## src/rtl/snake_pkg.sv

```systemverilog
// Shared definitions for the snake game datapath.
//   - direction encoding (UP=0, RIGHT=1, DOWN=2, LEFT=3)
//   - controller state encoding (IDLE, RUN, DEAD)
//   - playfield geometry defaults shared with the apple placer and renderer
package snake_pkg;

  localparam int CELL_DEFAULT  = 10;   // cell size in pixels
  localparam int H_MAX_DEFAULT = 630;  // largest legal head_x (640 - CELL)
  localparam int V_MAX_DEFAULT = 470;  // largest legal head_y (480 - CELL)

  typedef enum logic [1:0] {
    DIR_UP    = 2'd0,
    DIR_RIGHT = 2'd1,
    DIR_DOWN  = 2'd2,
    DIR_LEFT  = 2'd3
  } dir_e;

  typedef enum logic [1:0] {
    ST_IDLE = 2'd0,
    ST_RUN  = 2'd1,
    ST_DEAD = 2'd2
  } state_e;

  // Opposite directions differ only in bit 1 with this encoding.
  function automatic logic is_reverse(input dir_e a, input dir_e b);
    return (a ^ b) == 2'd2;
  endfunction

endpackage

```

## src/rtl/snake_tick.sv

```systemverilog
// Move-tick generator: counts 0..TICK_DIV-1 while enabled and pulses step
// on the last count, wrapping to 0 in the same cycle.
//   clk, reset : clock, asynchronous active-high reset
//   en         : count enable
//   clr        : synchronous clear, overrides en
//   step       : high during the cycle the counter holds TICK_DIV-1
module snake_tick #(
  parameter int TICK_DIV = 2500000
) (
  input  logic clk,
  input  logic reset,
  input  logic en,
  input  logic clr,
  output logic step
);

  localparam int CW = (TICK_DIV > 1) ? $clog2(TICK_DIV) : 1;
  localparam logic [CW-1:0] LAST = CW'(TICK_DIV - 1);

  logic [CW-1:0] tick_cnt;

  assign step = en && !clr && (tick_cnt == LAST);

  // NOTE: sequential state is written with non-blocking assignments so every
  // flop samples the pre-edge values of its neighbours, whatever the order.
  always_ff @(posedge clk or posedge reset) begin
    if (reset) begin
      tick_cnt <= '0;
    end else if (clr) begin
      tick_cnt <= '0;
    end else if (en) begin
      tick_cnt <= step ? '0 : tick_cnt + 1'b1;
    end
  end

endmodule

```

## src/rtl/snake_ctrl.sv

```systemverilog
// Snake movement and game-state controller.
// Steps the head one cell per move tick, detects wall collisions, and raises
// start/eat pulses for the apple placer. All outputs are registered.
//   clk, reset               : clock, asynchronous active-high reset
//   btn_up/right/down/left   : debounced direction levels (priority in that order)
//   btn_start                : debounced start level, acts on its rising edge
//   apple_x, apple_y         : current apple pixel position
//   head_x, head_y           : head pixel position
//   start_evt, eat_evt       : one-cycle event pulses
//   score                    : apples eaten, saturating at 255
//   game_over, running       : high while in DEAD / RUN
module snake_ctrl
  import snake_pkg::*;
#(
  parameter int CELL     = CELL_DEFAULT,
  parameter int H_MAX    = H_MAX_DEFAULT,
  parameter int V_MAX    = V_MAX_DEFAULT,
  parameter int TICK_DIV = 2500000,
  parameter int START_X  = 160,
  parameter int START_Y  = 240
) (
  input  logic       clk,
  input  logic       reset,
  input  logic       btn_up,
  input  logic       btn_right,
  input  logic       btn_down,
  input  logic       btn_left,
  input  logic       btn_start,
  input  logic [9:0] apple_x,
  input  logic [8:0] apple_y,
  output logic [9:0] head_x,
  output logic [8:0] head_y,
  output logic       start_evt,
  output logic       eat_evt,
  output logic [7:0] score,
  output logic       game_over,
  output logic       running
);

  state_e     state, state_next;
  dir_e       dir, pend_dir, req_dir;
  logic       req_valid;
  logic       btn_start_q;
  logic       start_go;
  logic       step;
  logic       moved;
  logic       collide;
  logic [9:0] next_x;
  logic [8:0] next_y;

  // RUN ignores the start button; IDLE and DEAD restart on its rising edge.
  assign start_go = btn_start && !btn_start_q && (state != ST_RUN);

  snake_tick #(.TICK_DIV(TICK_DIV)) u_tick (
    .clk   (clk),
    .reset (reset),
    .en    (state == ST_RUN),
    .clr   (state != ST_RUN),
    .step  (step)
  );

  // NOTE: every signal of a combinational block gets a default before any
  // branch, so no path leaves it unassigned and no latch is inferred.
  always_comb begin
    req_dir   = DIR_UP;
    req_valid = 1'b1;
    if      (btn_up)    req_dir = DIR_UP;
    else if (btn_right) req_dir = DIR_RIGHT;
    else if (btn_down)  req_dir = DIR_DOWN;
    else if (btn_left)  req_dir = DIR_LEFT;
    else                req_valid = 1'b0;
  end

  // Wall test precedes the arithmetic, so the head never wraps.
  always_comb begin
    next_x  = head_x;
    next_y  = head_y;
    collide = 1'b0;
    case (pend_dir)
      DIR_UP:    if (head_y == '0)          collide = 1'b1;
                 else                       next_y  = head_y - 9'(CELL);
      DIR_DOWN:  if (head_y == 9'(V_MAX))   collide = 1'b1;
                 else                       next_y  = head_y + 9'(CELL);
      DIR_LEFT:  if (head_x == '0)          collide = 1'b1;
                 else                       next_x  = head_x - 10'(CELL);
      DIR_RIGHT: if (head_x >= 10'(H_MAX))  collide = 1'b1;
                 else                       next_x  = head_x + 10'(CELL);
    endcase
  end

  always_comb begin
    state_next = state;
    case (state)
      ST_IDLE, ST_DEAD: if (start_go) state_next = ST_RUN;
      ST_RUN:           if (step && collide) state_next = ST_DEAD;
      default:          state_next = ST_IDLE;
    endcase
  end

  always_ff @(posedge clk or posedge reset) begin
    if (reset) state <= ST_IDLE;
    else       state <= state_next;
  end

  always_ff @(posedge clk or posedge reset) begin
    if (reset) begin
      head_x      <= 10'(START_X);
      head_y      <= 9'(START_Y);
      dir         <= DIR_RIGHT;
      pend_dir    <= DIR_RIGHT;
      score       <= '0;
      start_evt   <= 1'b0;
      eat_evt     <= 1'b0;
      moved       <= 1'b0;
      btn_start_q <= 1'b0;
      game_over   <= 1'b0;
      running     <= 1'b0;
    end else begin
      btn_start_q <= btn_start;
      start_evt   <= 1'b0;
      eat_evt     <= 1'b0;
      moved       <= 1'b0;
      game_over   <= (state_next == ST_DEAD);
      running     <= (state_next == ST_RUN);

      if (start_go) begin
        head_x    <= 10'(START_X);
        head_y    <= 9'(START_Y);
        dir       <= DIR_RIGHT;
        pend_dir  <= DIR_RIGHT;
        score     <= '0;
        start_evt <= 1'b1;
      end else if (state == ST_RUN) begin
        // Checking against the committed dir (not pend_dir) means no press
        // sequence between two steps can reverse the snake.
        if (req_valid && !is_reverse(req_dir, dir)) pend_dir <= req_dir;

        if (step) begin
          dir <= pend_dir;
          if (!collide) begin
            head_x <= next_x;
            head_y <= next_y;
            moved  <= 1'b1;
          end
        end

        // Compared only right after a move: one landing, one eat pulse.
        if (moved && head_x == apple_x && head_y == apple_y) begin
          eat_evt <= 1'b1;
          if (score != 8'hFF) score <= score + 8'd1;
        end
      end
    end
  end

endmodule

```

## config.mk

```make
export PLATFORM = sky130hd
export DESIGN_NAME = snake_ctrl
export DESIGN_NICKNAME = d
export VERILOG_FILES = /design/src/rtl/snake_pkg.sv /design/src/rtl/snake_tick.sv /design/src/rtl/snake_ctrl.sv
export SDC_FILE = /design/constraint.sdc
export NUM_CORES = 1
export LEC_CHECK = 0
export BUFFER_PORTS_ARGS = -buffer_cell sky130_fd_sc_hd__buf_2
export CAP_MARGIN = 10
export CORE_UTILIZATION = 26
export DETAILED_ROUTE_END_ITERATION = 8
export PLACE_DENSITY = 0.4
export SETUP_SLACK_MARGIN = 0.4
export SYNTH_ARGS = -nofsm -noshare
export SYNTH_HDL_FRONTEND = slang
export SYNTH_SLANG_ARGS = --single-unit
export TNS_END_PERCENT = 30
```

## constraint.sdc

```tcl
create_clock -name clk -period 3.6 [get_ports clk]
set_input_delay 0.72 -clock clk [delete_from_list [all_inputs] [get_ports clk]]
set_output_delay 0.72 -clock clk [all_outputs]
set_load 0.05 [all_outputs]
```

==> results.json <==
{
  "status": "finished clean",
  "yosysTopAreaCellShare_pct": 35.58,
  "globalplace.congestion": 0.8095,
  "routed_via_density": 4.714,
  "avgSynthCellArea_um2": 9.198,
  "htreeDepth": 3,
  "port_buffers": 54,
  "drive_above_1_share_pct": 18.93,
  "grt_usage_pct": 14.24,
  "ir_worst_vdd_mv": 0.2084,
  "hold_class": "register to register",
  "clk_pin_slew_ns": 0.05,
  "max-cap-violations": 0,
  "syn_inst": 390,
  "timing.rr.start": "pend_dir[0]",
  "clockPowerShare_pct": 47.7,
  "synth_ff_type": "dfrtp_1",
  "yosys.area.top_type": "dfrtp_1",
  "drtIter0Drc": 129,
  "post_cts_buffers": 0,
  "startpoint": "pend_dir[0]",
  "wl_met3_um": 323,
  "grt_pass1_wl_um": 15590,
  "async_flop_share_pct": 100.0,
  "ys_seq_area_share_pct": 41.44,
  "switchingPower_mw": 0.3939,
  "drt_first_pass_iters": 4,
  "wl_met1_um": 4455,
  "cts_hold_buf": 0,
  "netSwitchingFraction_pct": 24.49,
  "routed.top_layer": "met4",
  "fin_hold_ws_ns": 0.4486,
  "drv_slew": 0,
  "wl_um": 9402,
  "synth.area.top_cells": "dfrtp_1 (36%), xor2_1 (10%), dfstp_2 (5.9%)",
  "rows": 42,
  "required_ns": 3.84,
  "clk_latency_ns": 0.33,
  "synth_seq_cells": 59,
  "cts_made_buffers": 9,
  "worstMarginPinSlew_ns": 0.7537,
  "total_power_mw": 1.609,
  "seqPwrFrac_pct": 41.8,
  "diodes": 0,
  "arrival_ns": 3.18,
  "gr-total-overflow": 0,
  "dr_total_vias": 2946,
  "wl_per_cell_um": 15.04,
  "period_share_pct": 81.59,
  "ys_warn_count": 0,
  "cts_max_path_buffers": 2,
  "max_freq_mhz": 340.5,
  "die_h_um": 119.5,
  "p_comb_share_pct": 10.5,
  "fp.dieW_um": 119.5,
  "antenna_found_initial": 0,
  "finish.utilization_pct": 32.24,
  "final_cell_mix": "buf_2 (54), dfrtp_1 (51), nor2_1 (45)",
  "fin_nets": 488,
  "r2r_cells": 11,
  "reg2reg_setup_slack_ns": 0.66,
  "area_delta_synth_final_pct": 19.95,
  "dp_hpwl_um": 6905,
  "grt_pass1_vias": 3020,
  "ant_nets": 0,
  "cts_tree": "yes",
  "io_pins": 57,
  "coreArea_um2": 13350,
  "hold_viol": 0,
  "setup_viol": 0,
  "maxSlewHeadroom_pct": 49.68,
  "p_leak_nw": 2.048,
  "crit_end": "head_x[9]",
  "cts_resized": 0,
  "skew_ns": 0.01025,
  "intPower_mw": 1.215,
  "final_common_cell": "buf_2",
  "wl_met2_um": 4501,
  "cts_root_buf": "clkbuf_16",
  "crit_fanout": 6,
  "end_kind": "register",
  "synth_cell_types": 49,
  "die_area_um2": 14270,
  "synth_edf_count": 0,
  "critical_path_class": "register to register",
  "finalCriticalPeriod_ns": 2.937,
  "syn_area_um2": 3587,
  "timing.rr.end": "head_x[9]",
  "rsz0062_at_grt": "no",
  "grt_max_degree": 36,
  "startpoint_type": "register",
  "drc_errors": 0,
  "tns_ns": 0,
  "initial_utilization_pct": 26.87,
  "clkSinkCount": 59,
  "p_per_area_nw_per_um2": 373.9
}
layout make-up:
type / count / area (um^2)
Timing Repair Buffer: 57 / 292.8
Clock inverter: 3 / 15.01
Multi-Input combinational cell: 301 / 1978
Fill cell: 1448 / 9045
Sequential cell: 59 / 1486
Clock buffer: 12 / 246.5
Tap cell: 176 / 220.2
Inverter: 17 / 63.81
per-stage QoR:
stage,area [um^2],instances,setup WS [ns]
3_5_place_dp,4041,610,0.7156
2_1_floorplan,3591,391,1.067
5_1_grt,4303,625,0.4334
3_3_place_gp,4041,610,0.8036
4_1_cts,4303,625,0.6691
6_report,4303,625,0.6629
state kept, by name, indices dropped and copies added (netlist names), 2 cells and up:
register	flops
u_tick.tick_cnt	22
head_y	8
dir	2
score	8
head_x	9
pend_dir	2
state	2
worst max-delay path, stage by stage, from the launching register on:
cell and delay [ns]:
dfstp_2 0.56, inv_1 0.10, nor2_1 0.37, inv_1 0.24, ha_1 0.39, nand2_1 0.09, a21oi_1 0.07, a41o_1 0.22
o41a_1 0.33, xnor2_1 0.15, nand2b_1 0.16, a31oi_1 0.18
cells in the mapped netlist, types with 3 or more instances:
| cell | n |
|---|---|
| dfrtp_1 | 51 |
| nor2_1 | 45 |
| xor2_1 | 42 |
| nand2_1 | 23 |
| nand3_1 | 23 |
| a21oi_1 | 19 |
| o21ai_0 | 18 |
| inv_1 | 17 |
| ha_1 | 15 |
| xnor2_1 | 14 |
| nor3_1 | 12 |
| and3_1 | 10 |
| nand4_1 | 10 |
| nor4_1 | 10 |
| clkbuf_1 | 9 |
| dfstp_2 | 8 |
| nand2b_1 | 7 |
| and2_1 | 5 |
| mux2i_1 | 5 |
| a31oi_1 | 4 |
| o21bai_1 | 3 |
| or4_1 | 3 |
how the worst min path moves through the flow:
| stage | start | to | slack, ns | depth (start not counted) |
|---|---|---|---|---|
| 3_5_place_dp | u_tick.tick_cnt[0] | u_tick.tick_cnt[0] | 0.45 | 1 |
| 5_1_grt | u_tick.tick_cnt[0] | u_tick.tick_cnt[0] | 0.46 | 1 |
| 2_1_floorplan | u_tick.tick_cnt[0] | u_tick.tick_cnt[0] | 0.42 | 1 |
| 4_1_cts | u_tick.tick_cnt[0] | u_tick.tick_cnt[0] | 0.45 | 1 |
| 6_report | u_tick.tick_cnt[0] | u_tick.tick_cnt[0] | 0.45 | 1 |
| 3_3_place_gp | u_tick.tick_cnt[0] | u_tick.tick_cnt[0] | 0.44 | 1 |
cell families (layout without fill, tap and decap cells):
group                      count (synthesis)  after routing  synth area share (%)
DFF                                       59             59                 41.44
muxes                                      5              5                 1.395
AOI/OAI and AO/OA                         59             59                 9.871
and+or+nand+nor                          162            162                 23.65
xor gates and xnor gates                  56             56                 13.67
buffers and inverters                     31             89                 3.523
adders and majority gates                 17             17                 6.348
other                                      1              2                0.1045
power groups by stage:
stage	clock network, mW	logic, mW	registers (mW)
after global routing	0.832	0.192	0.672
after floorplan	0	0.126	0.680
after CTS	0.800	0.171	0.672
after detailed placement	0	0.170	0.683
after global placement	0	0.170	0.683
final	0.768	0.169	0.672
routing by layer:
metal	GRT usage [%]	up-vias
li1	-	1462
met1	17.83	1429
met2	23.55	46
met3	4.023	9
met4	4.453	0
met5	0	-
No activity file was read; power rests on OpenSTA's default activity.
